**config.mk**
```make
export PLATFORM = sky130hd
export DESIGN_NAME = inert_intf_flat
export DESIGN_NICKNAME = d
export VERILOG_FILES = /design/src/rtl/inert_pkg.sv /design/src/rtl/inert_intf_if.sv /design/src/rtl/spi_mnrch.sv /design/src/rtl/inert_intf.sv /design/src/flat_wrapper.sv
export SDC_FILE = /design/constraint.sdc
export NUM_CORES = 1
export LEC_CHECK = 0
export BUFFER_PORTS_ARGS = -buffer_cell sky130_fd_sc_hd__buf_2
export CAP_MARGIN = 20
export CORE_MARGIN = 1.5
export CORE_UTILIZATION = 50
export CTS_CLUSTER_SIZE = 16
export DETAILED_ROUTE_END_ITERATION = 6
export PLACE_DENSITY = 0.68
export SKIP_CTS_REPAIR_TIMING = 1
export SYNTH_ARGS = -nofsm -noshare
export SYNTH_HDL_FRONTEND = slang
export SYNTH_SLANG_ARGS = --single-unit
```
**constraint.sdc**
```tcl
create_clock -name clk -period 2.3 [get_ports clk]
set_input_delay 0.575 -clock clk [delete_from_list [all_inputs] [get_ports clk]]
set_output_delay 0.575 -clock clk [all_outputs]
set_load 0.05 [all_outputs]
```
**src/rtl/inert_pkg.sv**
```systemverilog
// Shared state encoding and sensor command words for the inertial front end.
package inert_pkg;

    typedef logic [2:0] state_t;

    localparam state_t PWR_UP   = 3'd0;
    localparam state_t INIT     = 3'd1;
    localparam state_t WAIT_INT = 3'd2;
    localparam state_t RD_PL    = 3'd3;
    localparam state_t RD_PH    = 3'd4;
    localparam state_t RD_AZL   = 3'd5;
    localparam state_t RD_AZH   = 3'd6;
    localparam state_t VLD      = 3'd7;

    localparam logic [15:0] CMD_INT_CFG = 16'h0D02;
    localparam logic [15:0] CMD_ACC_CFG = 16'h1053;
    localparam logic [15:0] CMD_GYR_CFG = 16'h1150;
    localparam logic [15:0] CMD_ROUND   = 16'h1460;

    // Read commands: bit 15 set selects a register read; low byte is a dummy.
    localparam logic [15:0] RD_PTCH_L = 16'hA200;
    localparam logic [15:0] RD_PTCH_H = 16'hA300;
    localparam logic [15:0] RD_AZ_L   = 16'hAC00;
    localparam logic [15:0] RD_AZ_H   = 16'hAD00;

    function automatic logic [15:0] init_cmd(input logic [1:0] idx);
        logic [15:0] cmd;
        case (idx)
            2'd0:    cmd = CMD_INT_CFG;
            2'd1:    cmd = CMD_ACC_CFG;
            2'd2:    cmd = CMD_GYR_CFG;
            default: cmd = CMD_ROUND;
        endcase
        return cmd;
    endfunction

endpackage

```
**src/rtl/inert_intf_if.sv**
```systemverilog
// Sensor pins plus the sample output bus of the inertial front end.
interface inert_intf_if;

    logic        INT;
    logic        MISO;
    logic        SS_n;
    logic        SCLK;
    logic        MOSI;
    logic        vld;
    logic [15:0] ptch_rt;
    logic [15:0] AZ;

    modport master (
        input  INT,
        input  MISO,
        output SS_n,
        output SCLK,
        output MOSI,
        output vld,
        output ptch_rt,
        output AZ
    );

    modport slave (
        output INT,
        output MISO,
        input  SS_n,
        input  SCLK,
        input  MOSI,
        input  vld,
        input  ptch_rt,
        input  AZ
    );

endinterface

```
**src/rtl/spi_mnrch.sv**
```systemverilog
// 16-bit SPI master, mode 3, MSB first; SS_n is low for exactly 16 SCLK periods.
module spi_mnrch #(
    parameter int unsigned SCLK_DIV_BITS = 5
) (
    input  logic        clk,
    input  logic        rst_n,
    input  logic        wrt,
    input  logic [15:0] wt_data,
    output logic        done,
    output logic [15:0] rd_data,
    output logic        SS_n,
    output logic        SCLK,
    output logic        MOSI,
    input  logic        MISO
);

    localparam logic [SCLK_DIV_BITS-1:0] DIV_ONE  = {{(SCLK_DIV_BITS-1){1'b0}}, 1'b1};
    localparam logic [SCLK_DIV_BITS-1:0] DIV_HALF = {1'b0, {(SCLK_DIV_BITS-1){1'b1}}};
    localparam logic [SCLK_DIV_BITS-1:0] DIV_MAX  = {SCLK_DIV_BITS{1'b1}};

    logic                     ss_n_q;
    logic                     sclk_q;
    logic                     done_q;
    logic                     miso_smp_q;
    logic [SCLK_DIV_BITS-1:0] div_q;
    logic [3:0]               bit_cnt_q;
    logic [15:0]              shreg_q;

    // Each bit period: SCLK low for the first half, high for the second. The first
    // falling edge coincides with SS_n dropping, so bit 15 is on MOSI from the start.
    always_ff @(posedge clk or negedge rst_n) begin
        if (!rst_n) begin
            ss_n_q     <= 1'b1;
            sclk_q     <= 1'b1;
            done_q     <= 1'b0;
            miso_smp_q <= 1'b0;
            div_q      <= '0;
            bit_cnt_q  <= '0;
            shreg_q    <= '0;
        end else begin
            done_q <= 1'b0;
            if (ss_n_q) begin
                if (wrt) begin
                    ss_n_q    <= 1'b0;
                    sclk_q    <= 1'b0;
                    div_q     <= '0;
                    bit_cnt_q <= '0;
                    shreg_q   <= wt_data;
                end
            end else begin
                div_q <= div_q + DIV_ONE;
                if (div_q == DIV_HALF) begin
                    sclk_q     <= 1'b1;
                    miso_smp_q <= MISO;
                end else if (div_q == DIV_MAX) begin
                    shreg_q <= {shreg_q[14:0], miso_smp_q};
                    if (bit_cnt_q == 4'hF) begin
                        ss_n_q <= 1'b1;
                        done_q <= 1'b1;
                    end else begin
                        sclk_q    <= 1'b0;
                        bit_cnt_q <= bit_cnt_q + 4'd1;
                    end
                end
            end
        end
    end

    assign SS_n    = ss_n_q;
    assign SCLK    = sclk_q;
    assign MOSI    = ~ss_n_q & shreg_q[15];
    assign done    = done_q;
    assign rd_data = shreg_q;

endmodule

```
**src/rtl/inert_intf.sv**
```systemverilog
// Inertial sensor front end: powers up, configures the sensor, then reads pitch rate
// and Z acceleration on every data-ready interrupt.
module inert_intf
    import inert_pkg::*;
#(
    parameter int unsigned PWR_UP_BITS   = 16,
    parameter int unsigned SCLK_DIV_BITS = 5
) (
    input  logic          clk,
    input  logic          rst_n,
    inert_intf_if.master  ifc
);

    localparam logic [PWR_UP_BITS-1:0] TMR_ONE = {{(PWR_UP_BITS-1){1'b0}}, 1'b1};

    state_t                 state_q, state_d;
    logic                   int_ff1_q, int_ff2_q;
    logic                   started_q;
    logic [1:0]             init_idx_q;
    logic [PWR_UP_BITS-1:0] pwr_tmr_q;
    logic [7:0]             pl_q, ph_q, azl_q, azh_q;
    logic [15:0]            ptch_q, az_q;
    logic                   vld_q;

    logic                   wrt;
    logic [15:0]            wt_data;
    logic                   spi_done;
    logic [15:0]            rd_data;
    logic                   unused_rd_hi;

    // Upper response byte is clocked out while the command goes in and carries no data.
    assign unused_rd_hi = ^rd_data[15:8];

    spi_mnrch #(
        .SCLK_DIV_BITS(SCLK_DIV_BITS)
    ) u_spi (
        .clk     (clk),
        .rst_n   (rst_n),
        .wrt     (wrt),
        .wt_data (wt_data),
        .done    (spi_done),
        .rd_data (rd_data),
        .SS_n    (ifc.SS_n),
        .SCLK    (ifc.SCLK),
        .MOSI    (ifc.MOSI),
        .MISO    (ifc.MISO)
    );

    always_ff @(posedge clk or negedge rst_n) begin
        if (!rst_n) begin
            int_ff1_q <= 1'b0;
            int_ff2_q <= 1'b0;
        end else begin
            int_ff1_q <= ifc.INT;
            int_ff2_q <= int_ff1_q;
        end
    end

    // Every transfer state issues one wrt on entry and advances on done.
    always_comb begin
        state_d = state_q;
        wrt     = 1'b0;
        wt_data = 16'h0000;
        case (state_q)
            PWR_UP: begin
                if (&pwr_tmr_q) state_d = INIT;
            end
            INIT: begin
                wt_data = init_cmd(init_idx_q);
                wrt     = ~started_q;
                if (spi_done && (init_idx_q == 2'd3)) state_d = WAIT_INT;
            end
            WAIT_INT: begin
                if (int_ff2_q) state_d = RD_PL;
            end
            RD_PL: begin
                wt_data = RD_PTCH_L;
                wrt     = ~started_q;
                if (spi_done) state_d = RD_PH;
            end
            RD_PH: begin
                wt_data = RD_PTCH_H;
                wrt     = ~started_q;
                if (spi_done) state_d = RD_AZL;
            end
            RD_AZL: begin
                wt_data = RD_AZ_L;
                wrt     = ~started_q;
                if (spi_done) state_d = RD_AZH;
            end
            RD_AZH: begin
                wt_data = RD_AZ_H;
                wrt     = ~started_q;
                if (spi_done) state_d = VLD;
            end
            VLD: begin
                state_d = WAIT_INT;
            end
            default: state_d = PWR_UP;
        endcase
    end

    always_ff @(posedge clk or negedge rst_n) begin
        if (!rst_n) begin
            state_q    <= PWR_UP;
            started_q  <= 1'b0;
            init_idx_q <= 2'd0;
            pwr_tmr_q  <= '0;
        end else begin
            state_q <= state_d;
            if (spi_done) begin
                started_q <= 1'b0;
            end else if (wrt) begin
                started_q <= 1'b1;
            end
            if ((state_q == INIT) && spi_done) init_idx_q <= init_idx_q + 2'd1;
            if ((state_q == PWR_UP) && !(&pwr_tmr_q)) pwr_tmr_q <= pwr_tmr_q + TMR_ONE;
        end
    end

    // Holding bytes keep partial reads off the outputs until all four have landed.
    always_ff @(posedge clk or negedge rst_n) begin
        if (!rst_n) begin
            pl_q  <= 8'h00;
            ph_q  <= 8'h00;
            azl_q <= 8'h00;
            azh_q <= 8'h00;
        end else if (spi_done) begin
            case (state_q)
                RD_PL:   pl_q  <= rd_data[7:0];
                RD_PH:   ph_q  <= rd_data[7:0];
                RD_AZL:  azl_q <= rd_data[7:0];
                RD_AZH:  azh_q <= rd_data[7:0];
                default: ;
            endcase
        end
    end

    always_ff @(posedge clk or negedge rst_n) begin
        if (!rst_n) begin
            ptch_q <= 16'h0000;
            az_q   <= 16'h0000;
            vld_q  <= 1'b0;
        end else begin
            vld_q <= (state_q == VLD);
            if (state_q == VLD) begin
                ptch_q <= {ph_q, pl_q};
                az_q   <= {azh_q, azl_q};
            end
        end
    end

    assign ifc.vld     = vld_q;
    assign ifc.ptch_rt = ptch_q;
    assign ifc.AZ      = az_q;

endmodule

```
**src/flat_wrapper.sv**
```systemverilog
// flat-port wrapper written by rule: the top's interface ports become plain ports
module inert_intf_flat import inert_pkg::*;
#(
    parameter int unsigned PWR_UP_BITS   = 16,
    parameter int unsigned SCLK_DIV_BITS = 5
)
  (clk, rst_n, ifc_INT, ifc_MISO, ifc_SS_n, ifc_SCLK, ifc_MOSI, ifc_vld, ifc_ptch_rt, ifc_AZ);
  inert_intf_if ifc_i ();
  input  logic clk;
  input  logic rst_n;
  input wire logic [$bits(ifc_i.INT)-1:0] ifc_INT;
  input wire logic [$bits(ifc_i.MISO)-1:0] ifc_MISO;
  output wire logic [$bits(ifc_i.SS_n)-1:0] ifc_SS_n;
  output wire logic [$bits(ifc_i.SCLK)-1:0] ifc_SCLK;
  output wire logic [$bits(ifc_i.MOSI)-1:0] ifc_MOSI;
  output wire logic [$bits(ifc_i.vld)-1:0] ifc_vld;
  output wire logic [$bits(ifc_i.ptch_rt)-1:0] ifc_ptch_rt;
  output wire logic [$bits(ifc_i.AZ)-1:0] ifc_AZ;
  assign ifc_i.INT = ifc_INT;
  assign ifc_i.MISO = ifc_MISO;
  assign ifc_SS_n = ifc_i.SS_n;
  assign ifc_SCLK = ifc_i.SCLK;
  assign ifc_MOSI = ifc_i.MOSI;
  assign ifc_vld = ifc_i.vld;
  assign ifc_ptch_rt = ifc_i.ptch_rt;
  assign ifc_AZ = ifc_i.AZ;
  inert_intf #(.PWR_UP_BITS(PWR_UP_BITS), .SCLK_DIV_BITS(SCLK_DIV_BITS)) u_core (.clk(clk), .rst_n(rst_n), .ifc(ifc_i));
endmodule
```
======== Word-level counts from Yosys, hierarchy flattened ========
Index checks and enable logic that the tools add are counted.
operators by class
  add/subtract/negate cells ............... 4
  eq/ne operators ......................... 24
  mux-type cells .......................... 35
  bitwise logic cells ..................... 3
  reduce and logical (&&, ||, !) cells .... 20
operator list
  cell                   count
  $pmux 16 s5            1
  $mux 16                4
  $pmux 13 s3            1
  $pmux 3 s8             1
  $mux 3                 7
  $mux 4                 5
  $add 16x1->16 const B  1
  $ne 2x2->1 const B     8
  $reduce_and 16->1      1
  $mux 1                 14
  $eq 3x3->1 const B     4
  $mux 5                 2
  $reduce_and 2->1       5
  $reduce_and 7->1       1
  $eq 3x2->1 const B     2
  $reduce_and 3->1       2
  $add 5x1->5 const B    1
  $eq 5x4->1 const B     1
  $eq 5x5->1 const B     1
  $reduce_or 5->1        1
  $add 4x1->4 const B    1
  $eq 2x2->1 const B     2
  $eq 4x4->1 const B     1
  $ne 2x1->1 const B     2
  other kinds (13)       17
storage, ports and cells
  register bits after elaboration ......... 118
  input port bits ......................... 4
  output and inout bits ................... 36
  word-level logic and storage cells ...... 106

======== Longest topological paths before layout ========
Gate-level depths: netlist (run 1).
  depth in word-level cells ............... 5
  mapped depth ............................ 8

======== Hierarchy ========
A second synthesis (run 1) with hierarchy kept.
second synthesis, totals
  cells, all modules ...................... 469
  area, all modules ....................... 5260.0 µm²
by module, submodules not included
  module      times used  cells each  area an instance (µm²)
  inert_intf  1           349         3757.4
  spi_mnrch   1           120         1502.7

======== Worst setup path before layout (run 1) ========
No wires, ideal clock.
  path type ............................... register to output
  from .................................... register u_core.u_spi.ss_n_q (netlist: u_core.u_spi.SS_n)
  to ...................................... output port ifc_MOSI
  data arrival time ....................... 1598 ps
  required time ........................... 1725 ps
  setup slack ............................. 127 ps
  stages on the path, launching flop included .. 4
  path through ............................ dfstp_2 clkbuf_1 clkbuf_1 nor2b_1
on the way
  longest elaborated chain between the ends .. 2
ends and longest elaborated chain
  what                        line                text
  start, declared             spi_mnrch.sv:21     logic ss_n_q;
  start signal, assigned      spi_mnrch.sv:33     ss_n_q <= 1'b1;
  start signal, assigned      spi_mnrch.sv:44     ss_n_q <= 1'b0;
  start signal, assigned      spi_mnrch.sv:58     ss_n_q <= 1'b1;
  $not 1->1 (no source line)  n/a
  $and 1x1->1                 spi_mnrch.sv:71     assign MOSI = ~ss_n_q & shreg_q[15];
  end, declared               flat_wrapper.sv:15  output wire logic [$bits(ifc_i.MOSI)-1:0] ifc_MOSI;
Every way passes these cells.

======== Worst setup path after layout (run 1) ========
  from .................................... register u_core.u_spi.ss_n_q (netlist: u_core.u_spi.SS_n)
  to ...................................... output port ifc_SS_n
RTL lines
  what           line                text
  end, declared  flat_wrapper.sv:13  output wire logic [$bits(ifc_i.SS_n)-1:0] ifc_SS_n;
No word-level cell between the ends.

==> metrics, run 1 <==
number of global-route vias before repair around 3600; Cell Chain, Critical Path buf_2; CORE AREA about 10000 um2; CP Data Required Time between 1500 and 2000 ps; Post-Synth XOR/XNOR Area 3.10%; peak supply drop 583 uV; Num CTS Buffers 17; fillers 829; largest family of logic cells by synthesized area simple AND/OR/NAND/NOR gates; Worst Path Buf+Inv 1; min Tclk post-route ~2200 ps; Final setup viols 0; Slew headroom slightly above 60%; commonest non-fill, non-tap cells in the layout 132 x nand2_1, 116 x dfrtp_1, 38 x buf_2; syn avg cell area around 11 um2; grt total ovfl 0; crit path DAT 1640 ps; TritonCTS clock tree built; IO buf count 39; Post-DP HPWL 6.57 mm; synth warn 0; Slew Limit Fails 0; clock-pin slew on the worst setup and hold paths roughly 60 ps; final count of hold timing violations 0; gpl congestion between 0.7 and 0.8; Pre-antenna DRT Iters 5; buffer depth of the longest clock path 2; Synth Area in Compound Gates between 7 and 8%; Final Cycle Share 96.4%; post-DR vias/cell between 5 and 6; R2R cell count 8; most common cell after layout, fill and taps aside nand2_1; first-pass GRT wire length approximately 18 mm; Post-DRT Antenna Nets 0; Hold Crit Class in2reg; Yosys reg bits 118; syn nets 485; DP Worst Slack 179 ps; Worst-Margin Slew roughly 570 ps; WS Path Type reg2out; H-tree Lvls 4; WP depth 1; pin count of the biggest net entering global routing 44; Diodes inserted 0; hold path depth 1; setup ws final roughly 83 ps; CP max FO 21; Pwr Density 808 nW/um2; Pleak ~0.0032 uW; Post-Syn Area ~5100 um2; CTS root buffer clkbuf_8; Worst setup SP type register; distinct cell type count after synthesis 52; Post-route DRC 0; Final Hold Slack roughly 180 ps; Synth Area in Simple Gates 18.8%; mux contribution to synthesized area 7.39%; post-route setup TNS 0 ps; I/O Pins 40; maxcap violations 0; Total GRT Usage 20.6%; Starting Density between 50% and 60%; Die Width a little over 100 um; layout cell share with drive strength beyond 1 roughly a quarter; Die Height around 100 um; crit-path leading delay family flip-flops; Initial DRC Count 164; sequential share of the synthesized area just under 60%; Routed WL approximately 10 mm; unrepaired setup endpoints after global routing false; via count roughly 3600; Slowest-stage cell, CP dfstp_2; CTS Sinks about 120; Critical Path Max Stage Delay ~790 ps; mean routed wirelength per cell about 15 um; outcome finished, final reports clean; Synth Area in Adders under 10%; die footprint ~11000 um2; Nets around 540; FMAX ~450 MHz; fin util between 60 and 70%; area grow syn2layout 20.7%; Layout Skew ~5.3 ps; Worst-Skew Late Latency 510 ps; Mapped Cells around 470; initial antenna violation count 0; num rows 36; Worst setup EP type output port
-- power breakdown --
| group | internal [uW] | switching [uW] | leakage (uW) |
|---|---|---|---|
| sequential | 2080 | 3.48 | 0.00160 |
| combinational | 12.9 | 41.1 | 0.00131 |
| clock | 1790 | 1020 | 0.000304 |
| total | 3880 | 1070 | 0.00321 |
-- cell families (layout without fill, tap and decap cells) --
logic type | after synthesis | in the layout
multiplexers | 33 | 33
AND/OR/NAND/NOR | 204 | 204
adder cells (fa/ha/maj) | 12 | 12
AO/OA/AOI/OAI | 55 | 55
buffers and inverters | 29 | 92
XOR/XNOR | 18 | 18
flip-flops | 118 | 118
-- registers in the layout, summed over array words and instances, names as in the netlist, 2 cells and up --
| register | flops |
|---|---|
| u_core.azl_q | 8 |
| u_core.azh_q | 8 |
| u_core.state_q | 3 |
| u_core.pl_q | 8 |
| u_core.u_spi.rd_data | 16 |
| u_core.u_spi.div_q | 5 |
| u_core.ifc.AZ | 16 |
| u_core.ph_q | 8 |
| u_core.init_idx_q | 2 |
| u_core.ifc.ptch_rt | 16 |
| u_core.pwr_tmr_q | 16 |
| u_core.u_spi.bit_cnt_q | 4 |
-- layer usage --
metal / share of wire (%) / up-vias / track usage, %
li1: - / 1705 / -
met1: 47 / 1758 / 28.5
met2: 48 / 76 / 32.4
met3: 3.6 / 12 / 5.16
met4: 0.91 / 0 / 5.85
met5: 0 / - / 0
-- path summary, 6_finish.rpt --
path / endpoint / startpoint / slack, ps
min in group asynchronous: u_core.pwr_tmr_q[10]$_DFFE_PN0P_ / rst_n / 520
max in group asynchronous: u_core.init_idx_q[1]$_DFFE_PN0P_ / rst_n / 1210
worst min-delay path: u_core.int_ff1_q$_DFF_PN0_ / ifc_INT / 180
worst max register to register: u_core.u_spi.rd_data[11]$_DFFE_PN0P_ / u_core.u_spi.div_q[0]$_DFFE_PN0P_ / 170
worst max-delay path: ifc_SS_n / u_core.u_spi.SS_n$_DFF_PN1_ / 80
worst min register to register: u_core.int_ff2_q$_DFF_PN0_ / u_core.int_ff1_q$_DFF_PN0_ / 350
-- stage by stage --
step / total power [uW] / cell area (um2) / cells
after floorplan: 2120 / 5080 / 469
after detailed placement: 2180 / 5480 / 632
after CTS: 4990 / 6110 / 664
after global routing: 5110 / 6130 / 665
after global placement: 2180 / 5480 / 632
final: 4950 / 6130 / 665
-- synth_stat cells (all sizes together) --
cell,n,area (um2)
nand2,132,495
dfrtp,116,2900
mux2,33,375
o21ai,23,115
xor2,15,131
nor2,14,57.6
nand3,13,65.1
ha,12,150
clkbuf,11,41.3
buf,9,42.5
a21oi,8,40.0
inv,8,30.0
nand4,8,71.3
nor3,8,40.0
nor2b,5,31.3
nor4,5,46.3
a22oi,4,35.0
and3,4,25.0
a21o,3,22.5
nand2b,3,18.8
nor3b,3,27.5
xnor2,3,26.3
and4,2,17.5
dfstp,2,52.6
nand3b,2,15.0
nand4b,2,17.5
o21a,2,15.0
o22a,2,17.5
o31ai,2,15.0
a21boi,1,7.51
a221oi,1,8.76
a311oi,1,8.76
a41oi,1,16.3
and4bb,1,12.5
clkinv,1,3.75
o211a,1,10.0
o211ai,1,7.51
o221ai,1,8.76
o22ai,1,6.26
o2bb2ai,1,8.76
o311ai,1,16.3
o32ai,1,8.76
or2,1,6.26
or3,1,6.26
-- final cells by class --
| cell class | instances | area [um2] | share of cell area, % |
|---|---|---|---|
| clock buffers | 17 | 414 | 6.76 |
| multi-input cells | 322 | 2010 | 32.8 |
| inverters | 9 | 33.8 | 0.551 |
| repair buffers | 51 | 328 | 5.35 |
| well taps | 133 | 166 | 2.72 |
| clock inverters | 15 | 219 | 3.57 |
| flip-flops and latches | 118 | 2960 | 48.2 |
-- worst register-to-register path: cells and delay by family (launching register included) --
| kind | cells | cell delay [ps] |
|---|---|---|
| AO/OA/AOI/OAI | 3 | 450 |
| adder cells (fa/ha/maj) | 2 | 500 |
| buffers and inverters | 1 | 210 |
| flip-flops | 1 | 410 |
| AND/OR/NAND/NOR | 2 | 490 |
Note: power is estimated with default switching activity, not from simulation.
==> inputs of run 2 (changes only) <==
--- a/config.mk
+++ b/config.mk
@@ -7,11 +7,13 @@
 export LEC_CHECK = 0
 export BUFFER_PORTS_ARGS = -buffer_cell sky130_fd_sc_hd__buf_2
 export CAP_MARGIN = 20
+export CELL_PAD_IN_SITES_DETAIL_PLACEMENT = 1
+export CELL_PAD_IN_SITES_GLOBAL_PLACEMENT = 1
 export CORE_MARGIN = 1.5
-export CORE_UTILIZATION = 50
+export CORE_UTILIZATION = 47
 export CTS_CLUSTER_SIZE = 16
 export DETAILED_ROUTE_END_ITERATION = 6
-export PLACE_DENSITY = 0.68
+export PLACE_DENSITY_LB_ADDON = 0.1
 export SKIP_CTS_REPAIR_TIMING = 1
 export SYNTH_ARGS = -nofsm -noshare
 export SYNTH_HDL_FRONTEND = slang
==> run 2 against run 1 <==
Effect of this change:
- critical path depth did not move
- die area is 6.2% higher
- design area decreased by 1.2%
- maximum frequency up 2.5%
- final cell count grew 0.45%
- flip-flop and latch count unchanged
- critical endpoint unchanged
==> metrics, run 2 (synthesized netlist as in run 1, its figures left out) <==
fillers between 1000 and 1500; via count 3596; CTS root buffer clkbuf_8; Die Height between 100 and 150 um; Slew headroom 59.7%; Worst-Skew Late Latency 520 ps; buffer depth of the longest clock path 2; gpl congestion ~0.8; Worst-Margin Slew around 600 ps; final count of hold timing violations 0; CORE AREA ~10000 um2; Diodes inserted 0; layout cell share with drive strength beyond 1 23.3%; Num CTS Buffers 17; initial antenna violation count 0; CTS Sinks 118; IO buf count 39; Critical Path Max Stage Delay ~760 ps; number of global-route vias before repair approximately 3800; CP max FO 21; Pre-antenna DRT Iters 5; post-route setup TNS 0 ps; Cell Chain, Critical Path buf_2; Slew Limit Fails 0; area grow syn2layout 19.3%; FMAX between 400 and 500 MHz; die footprint 11400 um2; maxcap violations 0; commonest non-fill, non-tap cells in the layout 132 x nand2_1, 116 x dfrtp_1, 38 x buf_2; Die Width 107 um; Final setup viols 0; Nets ~540; first-pass GRT wire length roughly 20 mm; Pleak 0.00318 uW; CP Data Required Time about 1700 ps; Post-DP HPWL between 7 and 8 mm; most common cell after layout, fill and taps aside nand2_1; clock-pin slew on the worst setup and hold paths 60 ps; Post-DRT Antenna Nets 0; Pwr Density just under 800 nW/um2; grt total ovfl 0; Worst Path Buf+Inv 1; Routed WL around 12 mm; crit path DAT about 1600 ps; H-tree Lvls 4; Worst setup SP type register; Worst setup EP type output port; area taken by multi-input logic gates between 2000 and 2500 um2; Hold Crit Class in2reg; post-DR vias/cell 5.38; num rows 37; outcome finished, final reports clean; fin util about three fifths; Post-route DRC 0; crit-path leading delay family flip-flops; unrepaired setup endpoints after global routing false; Initial DRC Count about 230; Final Cycle Share about 94%; Total GRT Usage a little under a quarter; WS Path Type reg2out; register area between 2000 and 3000 um2; I/O Pins 40; Layout Skew roughly 7.2 ps; min Tclk post-route ~2200 ps; Slowest-stage cell, CP dfstp_4; TritonCTS clock tree built; Starting Density roughly half; peak supply drop between 300 and 400 uV; mean routed wirelength per cell between 15 and 20 um; pin count of the biggest net entering global routing just under 70
==> run 2: changes by cell type in the layout (fill, tap and decap cells not counted), sizes merged <==
cell	delta
bufinv	-2
clkinv	+2
clkbuf	+6
inv	-6
==> run 2: path summary, 6_finish.rpt <==
check / from / endpoint / slack (ps) / cells past startpoint
max: u_core.u_spi.SS_n$_DFF_PN1_ / ifc_SS_n / 140 / 1
min: ifc_INT / u_core.int_ff1_q$_DFF_PN0_ / 160 / 1
max reg2reg: u_core.u_spi.div_q[0]$_DFFE_PN0P_ / u_core.u_spi.rd_data[1]$_DFFE_PN0P_ / 200 / 8
min reg2reg: u_core.int_ff1_q$_DFF_PN0_ / u_core.int_ff2_q$_DFF_PN0_ / 350 / 0
max in group asynchronous: rst_n / u_core.int_ff2_q$_DFF_PN0_ / 1080 / 3
min in group asynchronous: rst_n / u_core.ifc.ptch_rt[6]$_DFFE_PN0P_ / 450 / 2
==> run 2: worst reg2reg max path, stage by stage (launching register included) <==
cell and delay [ps]:
dfrtp_1 400, ha_1 230, and3_1 210, ha_1 250, nor3b_4 250, a41oi_2 80, buf_12 200, a221oi_1 270
a21oi_1 70
==> run 2: stage by stage <==
step / hold WS [ps] / area, um2 / power, uW / instances / setup slack [ps]
floorplan: 279 / 5080 / 2120 / 469 / 127
global placement: 333 / 5470 / 2170 / 635 / 284
detailed placement: 337 / 5470 / 2170 / 635 / 133
CTS: -122 / 6040 / 4710 / 667 / 53.3
global route: 137 / 6060 / 4790 / 668 / 41.7
finish: 164 / 6060 / 4650 / 668 / 137
==> run 2: final cells by class <==
class | instances | share of cell area, %
Clock buffer | 23 | 7.71
Clock inverter | 9 | 1.65
Inverter | 9 | 0.558
Multi-Input combinational cell | 322 | 33.2
Sequential cell | 118 | 48.9
Tap cell | 136 | 2.81
Timing Repair Buffer | 51 | 5.21
==> run 2: power by group <==
group | switching [uW] | total, uW | internal, uW
Combinational | 41.6 | 51.1 | 9.51
Clock | 899 | 2510 | 1620
Sequential | 3.81 | 2090 | 2080
Total | 944 | 4650 | 3710
==> run 2: layer usage <==
| layer | up-vias | part of all wire (%) | GRT usage, % |
|---|---|---|---|
| li1 | 1692 | - | - |
| met1 | 1838 | 46 | 29.0 |
| met2 | 57 | 51 | 37.8 |
| met3 | 9 | 2.6 | 5.96 |
| met4 | 0 | 0.98 | 8.57 |
| met5 | - | 0 | 0 |
